[src/rtl/rgb_mixer_pkg.sv]
// Shared definitions for the RGB mixer: FSM encoding, channel count and default preset colours.
package rgb_mixer_pkg;

  localparam int unsigned NUM_CH = 3;

  typedef enum logic [1:0] {
    ST_MANUAL = 2'd0,
    ST_FADE   = 2'd1,
    ST_HOLD   = 2'd2
  } fade_state_e;

  // Default presets as per-channel full-scale masks {ch2,ch1,ch0}; each set bit means WIDTH max.
  localparam logic [NUM_CH-1:0] PRESET_RED   = 3'b001;
  localparam logic [NUM_CH-1:0] PRESET_GREEN = 3'b010;
  localparam logic [NUM_CH-1:0] PRESET_BLUE  = 3'b100;
  localparam logic [NUM_CH-1:0] PRESET_WHITE = 3'b111;

  function automatic logic [NUM_CH-1:0] default_preset_mask(input int unsigned idx);
    logic [NUM_CH-1:0] mask;
    case (idx)
      0:       mask = PRESET_RED;
      1:       mask = PRESET_GREEN;
      2:       mask = PRESET_BLUE;
      3:       mask = PRESET_WHITE;
      default: mask = '0;
    endcase
    return mask;
  endfunction

endpackage

[src/rtl/rgb_fade_sequencer_fade_channel.sv]
// One colour channel: level register that loads a manual value or steps 1 LSB toward a target.
module fade_channel #(
  parameter int unsigned WIDTH = 8
) (
  input  logic             clk,
  input  logic             reset,
  input  logic             load,
  input  logic [WIDTH-1:0] load_val,
  input  logic             step_en,
  input  logic [WIDTH-1:0] target,
  output logic [WIDTH-1:0] level,
  output logic             at_target_c
);

  logic [WIDTH-1:0] level_d, level_q;

  assign at_target_c = (level_q == target);
  assign level       = level_q;

  // Stepping only ever closes the gap, so no overshoot or wrap is possible.
  always_comb begin
    level_d = level_q;
    if (load) begin
      level_d = load_val;
    end else if (step_en) begin
      if (level_q < target) begin
        level_d = level_q + WIDTH'(1);
      end else if (level_q > target) begin
        level_d = level_q - WIDTH'(1);
      end
    end
  end

  always_ff @(posedge clk) begin
    if (reset) begin
      level_q <= '0;
    end else begin
      level_q <= level_d;
    end
  end

endmodule

[src/rtl/rgb_fade_sequencer.sv]
// RGB level controller: manual pass-through of encoder values, or automatic fade/hold
// cycling through a writable preset table.
module rgb_fade_sequencer
  import rgb_mixer_pkg::*;
#(
  parameter int unsigned WIDTH       = 8,
  parameter int unsigned NUM_PRESETS = 4,
  parameter int unsigned STEP_DIV    = 16,
  parameter int unsigned HOLD_CYCLES = 1024
) (
  input  logic                            clk,
  input  logic                            reset,
  input  logic                            auto_en,
  input  logic [WIDTH-1:0]                enc0,
  input  logic [WIDTH-1:0]                enc1,
  input  logic [WIDTH-1:0]                enc2,
  input  logic                            cfg_we,
  input  logic [$clog2(NUM_PRESETS)-1:0]  cfg_addr,
  input  logic [NUM_CH*WIDTH-1:0]         cfg_data,
  output logic [WIDTH-1:0]                level0,
  output logic [WIDTH-1:0]                level1,
  output logic [WIDTH-1:0]                level2,
  output logic [$clog2(NUM_PRESETS)-1:0]  preset_idx,
  output logic [1:0]                      state,
  output logic                            arrived
);

  localparam int unsigned IDX_W  = $clog2(NUM_PRESETS);
  localparam int unsigned STEP_W = (STEP_DIV > 1) ? $clog2(STEP_DIV) : 1;
  localparam int unsigned HOLD_W = (HOLD_CYCLES > 1) ? $clog2(HOLD_CYCLES) : 1;
  localparam int unsigned COL_W  = NUM_CH * WIDTH;

  function automatic logic [COL_W-1:0] default_colour(input int unsigned idx);
    logic [NUM_CH-1:0] mask;
    logic [COL_W-1:0]  colour;
    mask = default_preset_mask(idx);
    for (int c = 0; c < NUM_CH; c++) begin
      colour[c*WIDTH +: WIDTH] = {WIDTH{mask[c]}};
    end
    return colour;
  endfunction

  fade_state_e       state_d, state_q;
  logic [IDX_W-1:0]  idx_d, idx_q;
  logic [STEP_W-1:0] step_d, step_q;
  logic [HOLD_W-1:0] hold_d, hold_q;
  logic              arrived_d, arrived_q;
  logic [COL_W-1:0]  table_d [NUM_PRESETS];
  logic [COL_W-1:0]  table_q [NUM_PRESETS];

  logic              load_c;
  logic              step_en_c;
  logic [COL_W-1:0]  target_c;
  logic [WIDTH-1:0]  enc_arr [NUM_CH];
  logic [WIDTH-1:0]  lvl     [NUM_CH];
  logic [NUM_CH-1:0] at_c;

  assign enc_arr[0] = enc0;
  assign enc_arr[1] = enc1;
  assign enc_arr[2] = enc2;
  assign target_c   = table_q[idx_q];

  for (genvar c = 0; c < NUM_CH; c++) begin : g_ch
    fade_channel #(.WIDTH(WIDTH)) u_ch (
      .clk        (clk),
      .reset      (reset),
      .load       (load_c),
      .load_val   (enc_arr[c]),
      .step_en    (step_en_c),
      .target     (target_c[c*WIDTH +: WIDTH]),
      .level      (lvl[c]),
      .at_target_c(at_c[c])
    );
  end

  // Preset table write port; accepted in every state.
  always_comb begin
    for (int p = 0; p < NUM_PRESETS; p++) begin
      table_d[p] = table_q[p];
    end
    if (cfg_we) begin
      table_d[cfg_addr] = cfg_data;
    end
  end

  // Sequencer: auto_en drop outranks both arrival and hold expiry.
  always_comb begin
    state_d   = state_q;
    idx_d     = idx_q;
    step_d    = step_q;
    hold_d    = hold_q;
    arrived_d = 1'b0;
    load_c    = 1'b0;
    step_en_c = 1'b0;
    case (state_q)
      ST_MANUAL: begin
        load_c = 1'b1;
        step_d = '0;
        hold_d = '0;
        if (auto_en) begin
          state_d = ST_FADE;
        end
      end
      ST_FADE: begin
        if (!auto_en) begin
          state_d = ST_MANUAL;
          step_d  = '0;
          hold_d  = '0;
        end else if (&at_c) begin
          state_d   = ST_HOLD;
          arrived_d = 1'b1;
          hold_d    = '0;
        end else if (step_q == STEP_W'(STEP_DIV - 1)) begin
          step_en_c = 1'b1;
          step_d    = '0;
        end else begin
          step_d = step_q + STEP_W'(1);
        end
      end
      ST_HOLD: begin
        if (!auto_en) begin
          state_d = ST_MANUAL;
          step_d  = '0;
          hold_d  = '0;
        end else if (hold_q == HOLD_W'(HOLD_CYCLES - 1)) begin
          state_d = ST_FADE;
          idx_d   = idx_q + IDX_W'(1);
          step_d  = '0;
          hold_d  = '0;
        end else begin
          hold_d = hold_q + HOLD_W'(1);
        end
      end
      default: begin
        state_d = ST_MANUAL;
      end
    endcase
  end

  always_ff @(posedge clk) begin
    if (reset) begin
      state_q   <= ST_MANUAL;
      idx_q     <= '0;
      step_q    <= '0;
      hold_q    <= '0;
      arrived_q <= 1'b0;
      for (int p = 0; p < NUM_PRESETS; p++) begin
        table_q[p] <= default_colour(p);
      end
    end else begin
      state_q   <= state_d;
      idx_q     <= idx_d;
      step_q    <= step_d;
      hold_q    <= hold_d;
      arrived_q <= arrived_d;
      for (int p = 0; p < NUM_PRESETS; p++) begin
        table_q[p] <= table_d[p];
      end
    end
  end

  assign level0     = lvl[0];
  assign level1     = lvl[1];
  assign level2     = lvl[2];
  assign preset_idx = idx_q;
  assign state      = state_q;
  assign arrived    = arrived_q;

endmodule

[config.mk]
export PLATFORM = sky130hd
export DESIGN_NAME = rgb_fade_sequencer
export DESIGN_NICKNAME = d
export VERILOG_FILES = /design/src/rtl/rgb_mixer_pkg.sv /design/src/rtl/rgb_fade_sequencer_fade_channel.sv /design/src/rtl/rgb_fade_sequencer.sv
export SDC_FILE = /design/constraint.sdc
export NUM_CORES = 1
export LEC_CHECK = 0
export CAP_MARGIN = 0
export CORE_MARGIN = 1
export CORE_UTILIZATION = 25
export DETAILED_ROUTE_END_ITERATION = 10
export GPL_TIMING_DRIVEN = 0
export PLACE_DENSITY = 0.53
export SETUP_SLACK_MARGIN = 0.4
export SLEW_MARGIN = 20
export SYNTH_ARGS = -nofsm -noshare
export SYNTH_HDL_FRONTEND = slang
export SYNTH_SLANG_ARGS = --single-unit
[constraint.sdc]
create_clock -name clk -period 6.1 [get_ports clk]
set_input_delay 1.22 -clock clk [delete_from_list [all_inputs] [get_ports clk]]
set_output_delay 1.22 -clock clk [all_outputs]
set_load 0.005 [all_outputs]
==> results of run 1 <==
-- worst max-delay path, cell delays in order (launching register included) --
cell and delay, ps:
dfxtp_1 380, buf_2 270, buf_1 680, buf_2 430, mux4_2 400, inv_1 110
ha_1 260, a21oi_1 140, o21a_1 150, a21boi_0 320, inv_1 260, ha_1 330
a21oi_1 200, o31ai_1 130, or4_1 420, a21oi_1 190, xnor3_1 240, o21ai_0 160
-- sequential cells by signal, summed over array words and instances, names as in the netlist, named ones only --
signal	flops
g_ch.u_ch.level	24
state	2
hold_q	10
step_q	4
table_q	96
arrived	1
preset_idx	2
-- how the worst max path moves through the flow --
stage,cells past startpoint,slack (ps),to,start
2_1_floorplan,17,2090,g_ch[0].u_ch.level[7],register
6_report,17,940,g_ch[1].u_ch.level[7],register
4_1_cts,17,950,g_ch[1].u_ch.level[7],register
3_5_place_dp,17,990,g_ch[1].u_ch.level[7],register
3_3_place_gp,17,1000,g_ch[1].u_ch.level[7],register
5_1_grt,17,550,g_ch[1].u_ch.level[7],register
-- metrics by stage --
step           cells  hold WS [ps]  util, %
2_1_floorplan    893           432        -
3_3_place_gp    1363           439     29.9
3_5_place_dp    1363           446     29.9
4_1_cts         1394           454     31.8
5_1_grt         1394           471     31.8
6_report        1394           455     31.8
-- cell type report --
cell class              instances  area, µm²
clock buffers                  21        470
multi-input cells             656       4400
inverters                      44        165
fillers                      3152      20300
repair buffers                 80        801
well taps                     390        488
flip-flops and latches        141       2820
plain buffers                  52        224
clock inverters                10        115
-- kinds of logic (layout without fill, tap and decap cells) --
logic type                 count (synthesis)  in the layout
AOI/OAI and AO/OA                        170            170
xor gates and xnor gates                  25             25
adders and majority gates                 50             50
buffers and inverters                     96            207
DFF                                      141            141
muxes                                     33             33
and+or+nand+nor                          378            378
-- routing by layer --
metal,routed length [µm],up-vias
met4,335,2
met2,10500,162
met1,11200,3138
li1,-,3290
met5,12,-
met3,1140,23
-- cells in the final DEF, fill, tap and decap left out, types with 7 or more instances in the layout --
| cell type | count |
|---|---|
| o21ai_0 | 17 |
| ha_1 | 47 |
| mux2i_1 | 9 |
| o21a_1 | 7 |
| nand2_1 | 225 |
| xor2_1 | 10 |
| a21oi_1 | 84 |
| mux4_2 | 24 |
| clkdlybuf4s50_1 | 80 |
| clkbuf_1 | 43 |
| xnor2_1 | 12 |
| inv_1 | 44 |
| clkbuf_16 | 17 |
| nand3b_1 | 55 |
| dfxtp_1 | 141 |
| nor3_1 | 10 |
| nor2_1 | 45 |
| a211oi_1 | 15 |
-- power by group through the flow --
stage,Clock (mW),Combinational [mW],Sequential [mW]
final,1.04,0.427,0.997
after global routing,1.10,0.479,1.00
after CTS,1.06,0.428,0.997
after detailed placement,0,0.426,1.02
after global placement,0,0.419,1.02
after floorplan,0,0.279,1.01
==> metrics.txt, run 1 <==
Reg power frac=about two fifths; initial antenna violation count=1; Pre-Repair DR Iteration Count=5; Post-synth EDFFs=0; Post-CTS Resized=0; Clock Skew=just over 9 ps; Mapped Area=around 7600 µm²; vias in the first global route=~6,500; sequential element share of the synthesized area=37.1%; cell with the most instances after synthesis=nand2_1; met2 Use GR=about a quarter; vias per cell=4.75; Area growth, synth to finish=24.6%; DRC=0; status=finished clean; Placer Congestion=between 0.8 and 0.9; CP startpoint kind=register; PnR worst setup slack=940 ps; I/O pin count=83; CTS Sinks=between 100 and 150; overall power=about 2.5 mW; Setup crit end kind=register; top achievable clock speed=~190 MHz; clock share of power=between 40% and 50%; WP data arrival=about 5500 ps; Post-Synth Adder-Cell Area=about 8.5%; Main synth FF type=dfxtp_1; syn avg cell area=roughly 8.5 µm²; Critical Path Fanout Max=10; Setup Crit Path Kind=reg2reg; largest family of logic cells by synthesized area=simple AND/OR/NAND/NOR gates; Hold Path End=table_q[1][17]; Async SR Flop Fraction=0%; Clock Latency Late Sink=around 420 ps; Hold Violations, Final=0; Placement Cell Area=~9000 µm²; max-cap violation count=0; Post-Synth Simple-Gate Area=a little under a quarter; Final min period=slightly above 5000 ps; syn_nets=roughly 1,000; Int Power=1.79 mW; share of the synthesized area in the top cell type=between 30 and 40%; H-tree Lvls=4; Routed WL=around 23,000 µm; post-layout instance area=~9500 µm²; Max VDD drop=about 210 µV; Post-Syn Instances=between 800 and 900; total track usage=about 15%; flop-to-flop setup slack=between 900 and 1000 ps; Routed Antenna Nets=0; via count=6,615; Psw=about 0.67 mW; Die Ht=roughly 180 µm; mux cell area share after synthesis=~8.3%; Starting Density=roughly a quarter; P per Cell Area=260 nW/µm²; Worst Reg-to-Reg Cells=17; Slew headroom=approximately two fifths; CTS Buffer Depth=2; clock transition at the registers of the reported paths=about 60 ps; largest net degree at the start of global routing=17; CP Data Required Time=6450 ps; Die X=177 µm; core area=29,800 µm²; Yosys reg bits=roughly 140; CTS tree=yes; worst hold path type=reg2reg; Critical R2R Capture=g_ch[1].u_ch.level[7]; root buffer cell=clkbuf_16; Final Net Count=around 1,100; row cnt=63; top cells by count, synth=nand2_1, dfxtp_1, a21oi_1; Lkg Pwr=~3.6 nW; I/O Buffers=80; min-delay src=table_q[1][17]; ANT cells=0; DR WL/cell=16.6 µm; DIE AREA=roughly 31,000 µm²; share of post-route cells with drive strength above 1=around 7.6%; dpl ws=slightly below 1000 ps; Compound-Gate Fraction of Synth Area=between 10% and 20%; Worst Tran Pin Value=912 ps; Post-CTS Setup Inserts=0; Most Crowded Layer GR=met2; first-pass GRT wire length=about 36,000 µm; Sw Share=a little over a quarter; xor/xnor share of the synthesized area=3.42%; unrepaired setup endpoints after global routing=false; setup violation total in the final timing report=0; Gate power share=between 10% and 20%; Setup TNS Final=0 ps; max-slew violations=0; Post-DP HPWL=around 17,000 µm; grt total ovfl=0; final period utilization=84.6%; GRT met1 Usage=20.7%; CTS buffer count=17; synth unique cells=55; First DRT Iteration DRCs=429; synth warn=0; WHS Path Cells=2; top cells by area, synth=dfxtp_1, nand2_1, ha_1, mux4_2, a21oi_1; met3 Use GR=slightly above 3%; cell taking the most area after synthesis=dfxtp_1; hold buffer count at cts=0
(Power assumes the default switching activity.)
==> run 2: changes to the inputs <==
Clock period 6.1 ns to 4.9 ns, I/O delays scaled along.
==> run 2 against run 1 <==
Critical path type unchanged. Fmax increased by 20%. Final cell count did not move. Clock power up 25%. Via count is 0.20% lower. Sequential cell count did not move. Setup slack worse by 340 ps. Register-to-register slack lost 340 ps. Worst hold slack got worse by 1.1 ps.
==> metrics.txt, run 2 (synthesized netlist as in run 1, its figures left out) <==
total track usage=15.3% (about the same); CTS tree=yes; most frequent cells in the layout=nand2_1, dfxtp_1, a21oi_1, clkdlybuf4s50_1, nand3b_1; post-layout instance area=9510 µm² (+0.26%); most common cell after layout, fill and taps aside=nand2_1; Gate power share=17.4% (about the same); Final Net Count=1,096 (unchanged); Setup Crit Path Kind=reg2reg; Sw Share=27.4% (about the same); setup violation total in the final timing report=0 (unchanged); Slew headroom=38.9% (-0.14 points); Critical Path Fanout Max=10 (unchanged); vias per cell=4.74 (-0.20%); largest net degree at the start of global routing=17 (unchanged); Final min period=4300 ps (-864 ps); Setup crit end kind=register; CP Data Required Time=5250 ps (-1200 ps); clock share of power=42.2% (about the same); status=finished clean; Clock Latency Late Sink=420 ps (about the same); P per Cell Area=323 nW/µm² (+24%); I/O pin count=83 (unchanged); row cnt=63 (unchanged); max reg flops=96 (unchanged); CTS Sinks=141 (unchanged); Routed Antenna Nets=0 (unchanged); initial antenna violation count=1 (unchanged); worst hold path type=reg2reg; I/O Buffers=80 (unchanged); Routed WL=23,200 µm (about the same); Hold Violations, Final=0 (unchanged); Reg power frac=40.4% (about the same); via count=6,602 (-0.20%); first-pass GRT wire length=36,300 µm (about the same); grt total ovfl=0 (unchanged); DR WL/cell=16.6 µm (about the same); Int Power=2.23 mW (+25%); unrepaired setup endpoints after global routing=true; Max VDD drop=255 µV (+24%); Psw=0.842 mW (+25%); DRC=0 (unchanged); Placer Congestion=0.827 (unchanged); root buffer cell=clkbuf_16; Placement Cell Area=8900 µm² (unchanged); Setup TNS Final=0 ps (unchanged); DIE AREA=31,200 µm² (unchanged); max-cap violation count=0 (unchanged); H-tree Lvls=4 (unchanged); Area growth, synth to finish=24.9%; CP startpoint kind=register; Post-DP HPWL=17,100 µm (unchanged); Starting Density=25.6% (unchanged); largest register by flop count=table_q; Die X=177 µm (unchanged); top achievable clock speed=233 MHz (+20%); CTS buffer count=17 (unchanged); First DRT Iteration DRCs=428 (-0.23%); ANT cells=0 (unchanged); Worst Tran Pin Value=912 ps (+0.669 ps); WP data arrival=4640 ps (-870 ps); vias in the first global route=6,467 (unchanged); Pre-Repair DR Iteration Count=5 (unchanged); final period utilization=87.7% (+3.1 points); share of post-route cells with drive strength above 1=8.27% (+0.70 points); max-slew violations=0 (unchanged); Lkg Pwr=3.65 nW (+0.27%); overall power=3.07 mW (+25%); Clock Skew=8.64 ps (-0.574 ps); clock transition at the registers of the reported paths=60 ps (about the same); CTS Buffer Depth=2 (unchanged); Die Ht=177 µm (unchanged); core area=29,800 µm² (unchanged)
run 2: path summary, 6_finish.rpt:
kind                  startpoint                     to  slack, ps  cells after the start
setup / recovery        register  g_ch[0].u_ch.level[7]        600                     17
hold reg to reg   table_q[0][12]         table_q[0][12]        450                      2
hold / removal    table_q[0][12]         table_q[0][12]        450                      2
setup reg to reg        register  g_ch[0].u_ch.level[7]        600                     17
run 2: per-layer routing:
metal / GRT usage [%] / vias to the layer above / wire length, µm
li1: - / 3289 / -
met1: 20.7 / 3137 / 11200
met2: 24.2 / 154 / 10500
met3: 3.12 / 20 / 1150
met4: 5.10 / 2 / 314
met5: 0 / - / 12
run 2: layout make-up:
type,instances,area [µm²]
Timing Repair Buffer,80,801
Buffer,52,245
Clock inverter,10,115
Inverter,44,165
Clock buffer,21,470
Sequential cell,141,2820
Multi-Input combinational cell,656,4410
Tap cell,390,488
Fill cell,3152,20300
run 2: power by group through the flow:
stage	Sequential, mW	Clock [mW]	Combinational [mW]
finish	1.24	1.30	0.535
global route	1.25	1.37	0.599
CTS	1.24	1.32	0.534
detailed placement	1.27	0	0.530
global placement	1.27	0	0.521
floorplan	1.25	0	0.347
run 2: worst max-delay path, stage by stage, from the launching register on:
cell and delay, ps:
dfxtp_1 380, clkbuf_4 250, buf_6 210, buf_4 240, mux4_2 320, inv_1 70, ha_1 250, a21oi_1 190
o21ai_0 110, a21boi_0 400, inv_2 190, ha_1 310, a21oi_1 200, o31ai_1 130, or4_1 420, a21oi_1 180
xnor3_1 220, o21ai_0 150
run 2: stage by stage:
| stage | std cells | hold WS, ps | setup slack, ps | utilization, % |
|---|---|---|---|---|
| after global placement | 1363 | 439 | -202 | 29.9 |
| final | 1394 | 454 | 604 | 31.9 |
| after floorplan | 893 | 432 | 895 | - |
| after CTS | 1394 | 454 | 453 | 31.9 |
| after detailed placement | 1363 | 446 | -205 | 29.9 |
| after global routing | 1394 | 471 | 353 | 31.9 |
run 2: repair_timing:
| item | in CTS | in global routing |
|---|---|---|
| hold endpoints to repair | 0 | 0 |
| gates cloned | 0 | 0 |
| hold buffers | 0 | 0 |
| setup buffers | 0 | 0 |
| endpoints found under the setup margin | 16 | 6 |
| gates resized for setup | 10 | 8 |
==> run 3: changes to the inputs <==
Settings changed: HOLD_SLACK_MARGIN set to 0.08, SKIP_LAST_GASP set to 1, TNS_END_PERCENT set to 10.
==> run 3 against run 2 <==
Combinational power barely moved. Die area did not move. Clock-buffer cell count did not move. Fmax barely moved. Critical path depth did not move. Sequential share of layout area did not move. Critical path type unchanged.
==> metrics.txt, run 3 (synthesized netlist as in run 1, its figures left out) <==
WP data arrival=4650 ps (about the same); Setup Crit Path Kind=reg2reg; most frequent cells in the layout=nand2_1, dfxtp_1, a21oi_1, clkdlybuf4s50_1, nand3b_1; sequential cell area=2820 µm² (unchanged); Worst Tran Pin Value=914 ps (+1.75 ps); Multi-input gate area=4410 µm² (unchanged); Clock Skew=8.64 ps (unchanged); Slew headroom=38.8% (-0.12 points); Hold Violations, Final=0 (unchanged); final period utilization=87.7% (about the same); Psw=0.842 mW (about the same); CP Data Required Time=5250 ps (about the same); Setup TNS Final=0 ps (unchanged); dpl ws=-205 ps (unchanged); Reg power frac=40.4% (about the same); vias in the first global route=6,467 (unchanged); Gate power share=17.4% (about the same); Sw Share=27.4% (about the same); Setup crit end kind=register; largest register by flop count=table_q; Final min period=4300 ps (+3.79 ps); via count=6,596 (-0.091%); Layout Cells excl Fill=1,394 (unchanged); DRC=0 (unchanged); CTS tree=yes; Placer Congestion=0.827 (unchanged); DR WL/cell=16.7 µm (about the same); Final Net Count=1,096 (unchanged); Max VDD drop=255 µV (about the same); Post-DP HPWL=17,100 µm (unchanged); status=finished clean; initial antenna violation count=1 (unchanged); Routed WL=23,200 µm (about the same); filler cell count=3,152 (unchanged); core area=29,800 µm² (unchanged); H-tree Lvls=4 (unchanged); row cnt=63 (unchanged); I/O pin count=83 (unchanged); CP startpoint kind=register; DIE AREA=31,200 µm² (unchanged); Die Ht=177 µm (unchanged); Starting Density=25.6% (unchanged); P per Cell Area=323 nW/µm² (about the same); most common cell after layout, fill and taps aside=nand2_1; Pre-Repair DR Iteration Count=5 (unchanged); clock transition at the registers of the reported paths=60 ps (about the same); Int Power=2.23 mW (about the same); clock share of power=42.2% (about the same); CTS Sinks=141 (unchanged); max-cap violation count=0 (unchanged); setup violation total in the final timing report=0 (unchanged); worst hold slack=454 ps (unchanged); Lkg Pwr=3.65 nW (about the same); grt total ovfl=0 (unchanged); unrepaired setup endpoints after global routing=true; CTS buffer count=17 (unchanged); PnR worst setup slack=600 ps (-3.79 ps); Clock Latency Late Sink=420 ps (about the same); root buffer cell=clkbuf_16; CTS Buffer Depth=2 (unchanged); Die X=177 µm (unchanged); max reg flops=96 (unchanged); first-pass GRT wire length=36,300 µm (unchanged); worst hold path type=reg2reg; Post-CTS Setup Inserts=0 (unchanged); cell count after placement=1,363 (unchanged); Util after Layout=31.9% (unchanged); vias per cell=4.73 (about the same); share of post-route cells with drive strength above 1=8.17% (-0.10 points); Critical Path Fanout Max=10 (unchanged); ANT cells=0 (unchanged); I/O Buffers=80 (unchanged); total track usage=15.3% (unchanged); Routed Antenna Nets=0 (unchanged); Area growth, synth to finish=24.9% (unchanged); largest net degree at the start of global routing=17 (unchanged); top achievable clock speed=233 MHz (about the same); First DRT Iteration DRCs=428 (unchanged); max-slew violations=0 (unchanged)
-- run 3: cell count changes in the layout (fill, tap and decap cells not counted) --
cell and change:
inv_1 +1, inv_2 -1
-- run 3: path summary, 6_finish.rpt --
check             depth (start not counted)  slack [ps]      startpoint               endpoint
setup / recovery                         17         600        register  g_ch[0].u_ch.level[7]
hold / removal                            2         450  table_q[0][12]         table_q[0][12]
setup reg to reg                         17         600        register  g_ch[0].u_ch.level[7]
hold reg to reg                           2         450  table_q[0][12]         table_q[0][12]
-- run 3: metal layers --
layer | part of all wire, % | wire length [µm] | track usage [%] | up-vias
li1 | - | - | - | 3288
met1 | 48 | 11300 | 20.7 | 3134
met2 | 45 | 10500 | 24.2 | 152
met3 | 4.9 | 1140 | 3.12 | 20
met4 | 1.4 | 314 | 5.10 | 2
met5 | 0.052 | 12 | 0 | -
-- run 3: repair_timing --
action                                  in CTS  in global routing
endpoints found under the hold margin        0                  0
endpoints found under the setup margin      16                  8
hold buffers                                 0                  0
gates resized for setup                      9                  8
-- run 3: area by class of cell --
| type | count | area share (%) |
|---|---|---|
| flip-flops and latches | 141 | 29.7 |
| well taps | 390 | 5.13 |
| clock buffers | 21 | 4.95 |
| inverters | 44 | 1.74 |
| multi-input cells | 656 | 46.3 |
| plain buffers | 52 | 2.58 |
| clock inverters | 10 | 1.21 |
| repair buffers | 80 | 8.42 |
-- run 3: power by group through the flow --
| stage | Sequential, mW | Clock, mW | Combinational, mW |
|---|---|---|---|
| floorplan | 1.25 | 0 | 0.347 |
| global placement | 1.27 | 0 | 0.521 |
| detailed placement | 1.27 | 0 | 0.530 |
| CTS | 1.24 | 1.32 | 0.534 |
| global route | 1.25 | 1.37 | 0.599 |
| finish | 1.24 | 1.30 | 0.534 |
-- run 3: critical path, stage by stage (launching register included) --
cell	delay [ps]
dfxtp_1	380
clkbuf_4	250
buf_6	210
buf_4	240
mux4_2	320
inv_1	70
ha_1	250
a21oi_1	190
o21ai_0	110
a21boi_0	400
inv_2	190
ha_1	310
a21oi_1	200
o31ai_1	130
or4_1	420
a21oi_1	180
xnor3_1	220
o21ai_0	150
-- run 3: stage by stage --
step | area, µm² | total power [mW]
6_report | 9510 | 3.07
5_1_grt | 9510 | 3.22
3_3_place_gp | 8900 | 1.79
4_1_cts | 9510 | 3.10
2_1_floorplan | 7610 | 1.60
3_5_place_dp | 8900 | 1.80
